`src/rtl/m0_reset_power_ctrl.sv`:
```
// m0_reset_power_ctrl: reset merge/stretch, staggered peripheral reset release, debug power-up ack, sticky reset cause
// Ports: CLK, RSTn (async active-low POR); SYSRESETREQ, EXT_RSTREQ, LOCKUP reset requests;
//   HRESETn core/AHB reset; PRSTn staggered peripheral resets; CDBGPWRUPREQ/ACK debug power handshake;
//   RST_CAUSE sticky causes {ext[N-1:0], lockup, sysresetreq, por}, cleared by RST_CAUSE_CLR.
// Optional: define M0_LOCKUP_RESET_EN to let LOCKUP request a reset and record cause bit2.
module m0_reset_power_ctrl #(
  parameter int NUM_EXT_RST    = 2,
  parameter int NUM_PRST       = 4,
  parameter int STRETCH_CYCLES = 16,
  parameter int STAGGER_CYCLES = 4,
  parameter int PWRUP_DELAY    = 8
) (
  input  logic                   CLK,
  input  logic                   RSTn,
  input  logic                   SYSRESETREQ,
  input  logic [NUM_EXT_RST-1:0] EXT_RSTREQ,
  input  logic                   LOCKUP,
  input  logic                   CDBGPWRUPREQ,
  output logic                   CDBGPWRUPACK,
  output logic                   HRESETn,
  output logic [NUM_PRST-1:0]    PRSTn,
  output logic [NUM_EXT_RST+2:0] RST_CAUSE,
  input  logic                   RST_CAUSE_CLR
);
  localparam int CW = $clog2(STRETCH_CYCLES + 1);
  localparam int SW = $clog2(STAGGER_CYCLES + 1);
  localparam int PW = $clog2(PWRUP_DELAY + 2);
  localparam logic [CW-1:0] CMAX = CW'(STRETCH_CYCLES);
  localparam logic [SW-1:0] SMAX = SW'(STAGGER_CYCLES);
  localparam logic [PW-1:0] PMAX = PW'(PWRUP_DELAY + 1);
  typedef enum logic [1:0] {ASSERT, STAGGER, RUN} state_t;
  state_t state, state_n;
  logic [CW-1:0] cnt, cnt_n;
  logic [SW-1:0] scnt, scnt_n;
  logic [PW-1:0] pcnt, pcnt_n;
  logic hres_d, ack_d, lock_term, req;
  logic [NUM_PRST-1:0] prst_d;
  logic [NUM_EXT_RST+2:0] cause_d;
`ifdef M0_LOCKUP_RESET_EN
  assign lock_term = LOCKUP;
`else
  // port stays referenced but can never request a reset
  assign lock_term = LOCKUP & 1'b0;
`endif
  assign req = SYSRESETREQ | (|EXT_RSTREQ) | lock_term;
  always_comb begin
    state_n = state;
    cnt_n   = cnt;
    scnt_n  = scnt;
    hres_d  = HRESETn;
    prst_d  = PRSTn;
    if (req) begin
      state_n = ASSERT;
      cnt_n   = CMAX;
      hres_d  = 1'b0;
      prst_d  = '0;
    end else begin
      case (state)
        ASSERT: begin
          cnt_n = cnt - CW'(1);
          if (cnt == CW'(1)) begin
            state_n = STAGGER;
            hres_d  = 1'b1;
            scnt_n  = SMAX;
          end
        end
        STAGGER: begin
          scnt_n = scnt - SW'(1);
          if (scnt == SW'(1)) begin
            // releases proceed bit0 upward by shifting in ones
            prst_d  = (PRSTn << 1) | NUM_PRST'(1);
            scnt_n  = SMAX;
            state_n = prst_d[NUM_PRST-1] ? RUN : STAGGER;
          end
        end
        default: ;
      endcase
    end
  end
  // a new cause set on the same edge as a clear survives the clear
  assign cause_d = (RST_CAUSE_CLR ? '0 : RST_CAUSE) | {EXT_RSTREQ, lock_term, SYSRESETREQ, 1'b0};
  assign pcnt_n  = !CDBGPWRUPREQ ? '0 : (pcnt == PMAX) ? pcnt : pcnt + PW'(1);
  assign ack_d   = CDBGPWRUPREQ && (pcnt_n == PMAX);
  always_ff @(posedge CLK or negedge RSTn) begin
    if (!RSTn) begin
      state        <= ASSERT;
      cnt          <= CMAX;
      scnt         <= SMAX;
      pcnt         <= '0;
      HRESETn      <= 1'b0;
      PRSTn        <= '0;
      CDBGPWRUPACK <= 1'b0;
      RST_CAUSE    <= (NUM_EXT_RST+3)'(1);
    end else begin
      state        <= state_n;
      cnt          <= cnt_n;
      scnt         <= scnt_n;
      pcnt         <= pcnt_n;
      HRESETn      <= hres_d;
      PRSTn        <= prst_d;
      CDBGPWRUPACK <= ack_d;
      RST_CAUSE    <= cause_d;
    end
  end
endmodule

```
`config.mk`:
```
export PLATFORM = sky130hd
export DESIGN_NAME = m0_reset_power_ctrl
export DESIGN_NICKNAME = d
export VERILOG_FILES = /design/src/rtl/m0_reset_power_ctrl.sv
export SDC_FILE = /design/constraint.sdc
export NUM_CORES = 1
export LEC_CHECK = 0
export CAP_MARGIN = 25
export CORE_MARGIN = 3
export CORE_UTILIZATION = 50
export CTS_CLUSTER_DIAMETER = 80
export DETAILED_ROUTE_END_ITERATION = 6
export DONT_BUFFER_PORTS = 1
export PLACE_DENSITY_LB_ADDON = 0.25
export SYNTH_ARGS = -nofsm -noshare
export SYNTH_HDL_FRONTEND = slang
export SYNTH_SLANG_ARGS = --single-unit
```
`constraint.sdc`:
```
create_clock -name CLK -period 1.3 [get_ports CLK]
set_input_delay 0.195 -clock CLK [delete_from_list [all_inputs] [get_ports CLK]]
set_output_delay 0.195 -clock CLK [all_outputs]
set_load 0.01 [all_outputs]
```
==> metrics.csv <==
stage,metric,value,unit
global_routing,grt_max_degree,25,
floorplan,ioPinCount,19,
synthesis,synth_compound_area_share,12.2,%
routing,drt_iter0_drc,20,
placement,post-place-ws,-0.0815,ns
global_routing,grt_pass1_vias,896,
routing,routed_via_density,5.61,
floorplan,die_x,54.5,microns
final_layout,drive_gt1_share,39.0,%
global_routing,antenna_found_initial,0,
timing,finalHoldViolCount,0,
synthesis,synth_xor_area_share,2.98,%
final_layout,syn_to_final_growth,37.5,%
placement,io_buffers,0,
routing,wl_per_cell,15.7,microns
run,drv_cap,0,
clock_network,cts.sinks,24,
global_routing,grt_pass1_wl,3930,microns
final_layout,diodes,0,
synthesis,synthArstFlopShare,100,%
synthesis,synthSimpleGateAreaFrac,17.6,%
synthesis,syn_area,1180,sq um
synthesis,yosys-top-cells-area,"dfrtp_1 (45%), dfstp_2 (6.7%), ha_1 (6.4%), mux2i_1 (5.1%), nor2_1 (3.8%)",
clock_network,max-clock-path-buffers,2,
clock_network,htreeDepth,1,
floorplan,floorplan.initialDensity,56.0,%
synthesis,ys_seq_elements,24,
timing,fin_ws,-0.0589,ns
timing,fin_crit_sh,105,%
synthesis,syn-mean-instance-area,10.9,sq um
timing,period_needed,1.36,ns
timing,fmax,0.736,GHz
setup_path,criticalPathCategory,flop to flop,
setup_path,crit_chain,inv_2 -> ha_4 -> buf_6 -> nand3b_1 -> xor2_1 -> and2_1,
pwr,ir_drop,1300,uV
floorplan,row_count,16,
synthesis,yosys.area.top_type_share,44.6,%
setup_path,worst_path_max_delay_cell,dfrtp_1,
synthesis,yosys.area_share.adder,6.38,%
routing,num_vias,914,
pwr,leakage,0.688,nW
timing,setup_viol,4,
routing,routed_wl,2550,microns
setup_path,crit_buf_inv,2,
timing,rsz0062_at_grt,yes,
global_routing,overflow,0,
floorplan,coreArea,2100,sq um
clock_network,worstSkewPairLatency,0.32,ns
clock_network,numCtsBuffers,3,
run_status,status,finished with violations,
clock_network,path_clk_slew,0.13,ns
clock_network,cts-root-buf,clkbuf_4,
global_routing,grt_use_total,19.3,%
synthesis,synth_edf_count,0,
setup_path,cp-end-kind,flop,
synthesis,yosys.area.top_type,dfrtp_1,
final_layout,fin_nets,151,
setup_path,cp.required,1.53,ns
placement,dpl.hpwl,1570,microns
setup_path,worstPathMaxFanout,3,
setup_path,critPathTopFamily,flip-flops,
timing,skew,0.00469,ns
setup_path,arrival,1.59,ns
pwr,power.density,994,nW/um^2
synthesis,muxShareOfSynthArea,5.10,%
run_status,failed_checks,setup timing,
final_layout,final_area,1620,sq um
clock_network,cts_tree,yes,
setup_path,start_kind,flop,
routing,post-route-drc-count,0,
routing,firstDrtPassIters,4,
synthesis,synth_top_family_by_area,simple AND/OR/NAND/NOR gates,
synthesis,yosysUniqueCellTypes,40,
placement,gp_congestion,0.855,
setup_path,critical-path-max-stage-delay,0.43,ns
routing,drtAntennaViolNets,0,
placement,placed_area,1320,sq um
synthesis,synth_top_flop_cell,dfrtp_1,
synthesis,syn_inst,108,
synthesis,yosys_warnings,0,
floorplan,die-area,2970,sq um
min_path,hp-class,input pin to flop,
synthesis,yosysSeqAreaShare,51.3,%
synthesis,syn_nets,122,
timing,slew_violations,0,
floorplan,die_y,54.5,microns
[through the flow]
step / instances / setup TNS (ns) / power, mW / util [%] / hold slack, ns
after detailed placement: 148 / -0.445 / 0.973 / 62.6 / -0.100
after global routing: 163 / -0.707 / 1.68 / 77.0 / 0.000443
after global placement: 148 / -0.221 / 0.963 / 62.6 / -0.100
final: 163 / -0.144 / 1.61 / 77.0 / 0.00501
after floorplan: 108 / 0 / 0.917 / - / -0.101
after CTS: 160 / -0.0295 / 1.58 / 72.3 / 0.00296
[worst paths after layout]
| kind | end | slack [ns] | depth (start not counted) | startpoint |
|---|---|---|---|---|
| worst max-delay path | pcnt[0] | -0.06 | 6 | pcnt[1] |
| worst min-delay path | cnt[4] | 0.005 | 2 | SYSRESETREQ |
| worst max register to register | pcnt[0] | -0.06 | 6 | pcnt[1] |
| worst min register to register | RST_CAUSE[0] | 0.52 | 1 | RST_CAUSE[0] |
| max in group asynchronous | scnt[2] | 0.70 | 2 | RSTn |
| min in group asynchronous | CDBGPWRUPACK | 0.14 | 1 | RSTn |
[cells in the mapped netlist, types with 2 or more instances]
cell and instances:
xnor2_1 3, and2_1 2, nand2b_1 3, a21o_1 3
dfstp_2 3, nand2_1 5, inv_1 7, o22ai_1 2
a21oi_1 4, buf_2 2, nor3_1 3, nor2_1 12
nor2b_1 2, ha_1 6, mux2i_1 6, dfrtp_1 21
[logic make-up (layout without fill, tap and decap cells)]
group / after synthesis / in the layout
buf+inv: 11 / 39
flops: 24 / 24
xor+xnor: 4 / 4
compound gates: 19 / 19
simple gates: 37 / 37
fa+ha+maj: 6 / 6
other cells: 1 / 1
mux: 6 / 6
[layer usage]
metal / global-route usage [%] / part of all wire [%] / vias up / routed length (microns)
li1: - / - / 428 / -
met1: 23.3 / 42 / 434 / 1080
met2: 32.1 / 47 / 41 / 1210
met3: 6.54 / 7.2 / 11 / 184
met4: 6.22 / 3.1 / 0 / 78
met5: 0 / 0 / - / 0
[cells in the final DEF (no fill, tap or decap), types with 2 or more instances in the layout]
cell type / count
dfrtp_1: 19
buf_4: 17
nor2_1: 12
mux2i_1: 6
dlygate4sd3_1: 6
inv_2: 5
nand2_1: 5
ha_4: 5
dfstp_2: 3
a21oi_1: 3
xnor2_1: 3
inv_1: 3
a21o_1: 3
nand2b_1: 3
nor3_2: 3
clkbuf_4: 3
buf_6: 3
nor2b_1: 2
and2_1: 2
o22ai_1: 2
dfrtp_2: 2
[state kept, by name, summed over array words and instances (netlist names)]
signal	cells
pcnt	4
CDBGPWRUPACK	1
cnt	5
scnt	3
RST_CAUSE	4
state	2
HRESETn	1
PRSTn	4
[power by group]
group / total (mW) / internal, mW / switching, mW
Combinational: 0.258 / 0.147 / 0.111
Clock: 0.538 / 0.312 / 0.226
Sequential: 0.813 / 0.777 / 0.0365
Total: 1.61 / 1.24 / 0.373
[area by class of cell]
class | instances | area (sq um)
clock inverters | 1 | 30.0
flip-flops and latches | 24 | 607
inverters | 8 | 30.0
repair buffers | 27 | 249
multi-input cells | 73 | 647
clock buffers | 3 | 22.5
well taps | 27 | 33.8
fillers | 131 | 483
[timing repair]
action,4_1_cts,5_1_grt
resized for setup,16,14
buffers inserted,3,2
endpoints found under the hold margin,32,0
endpoints found under the setup margin,11,13
pin swaps,4,5
hold buffers,6,0
Note: power is estimated with default switching activity, not from simulation.
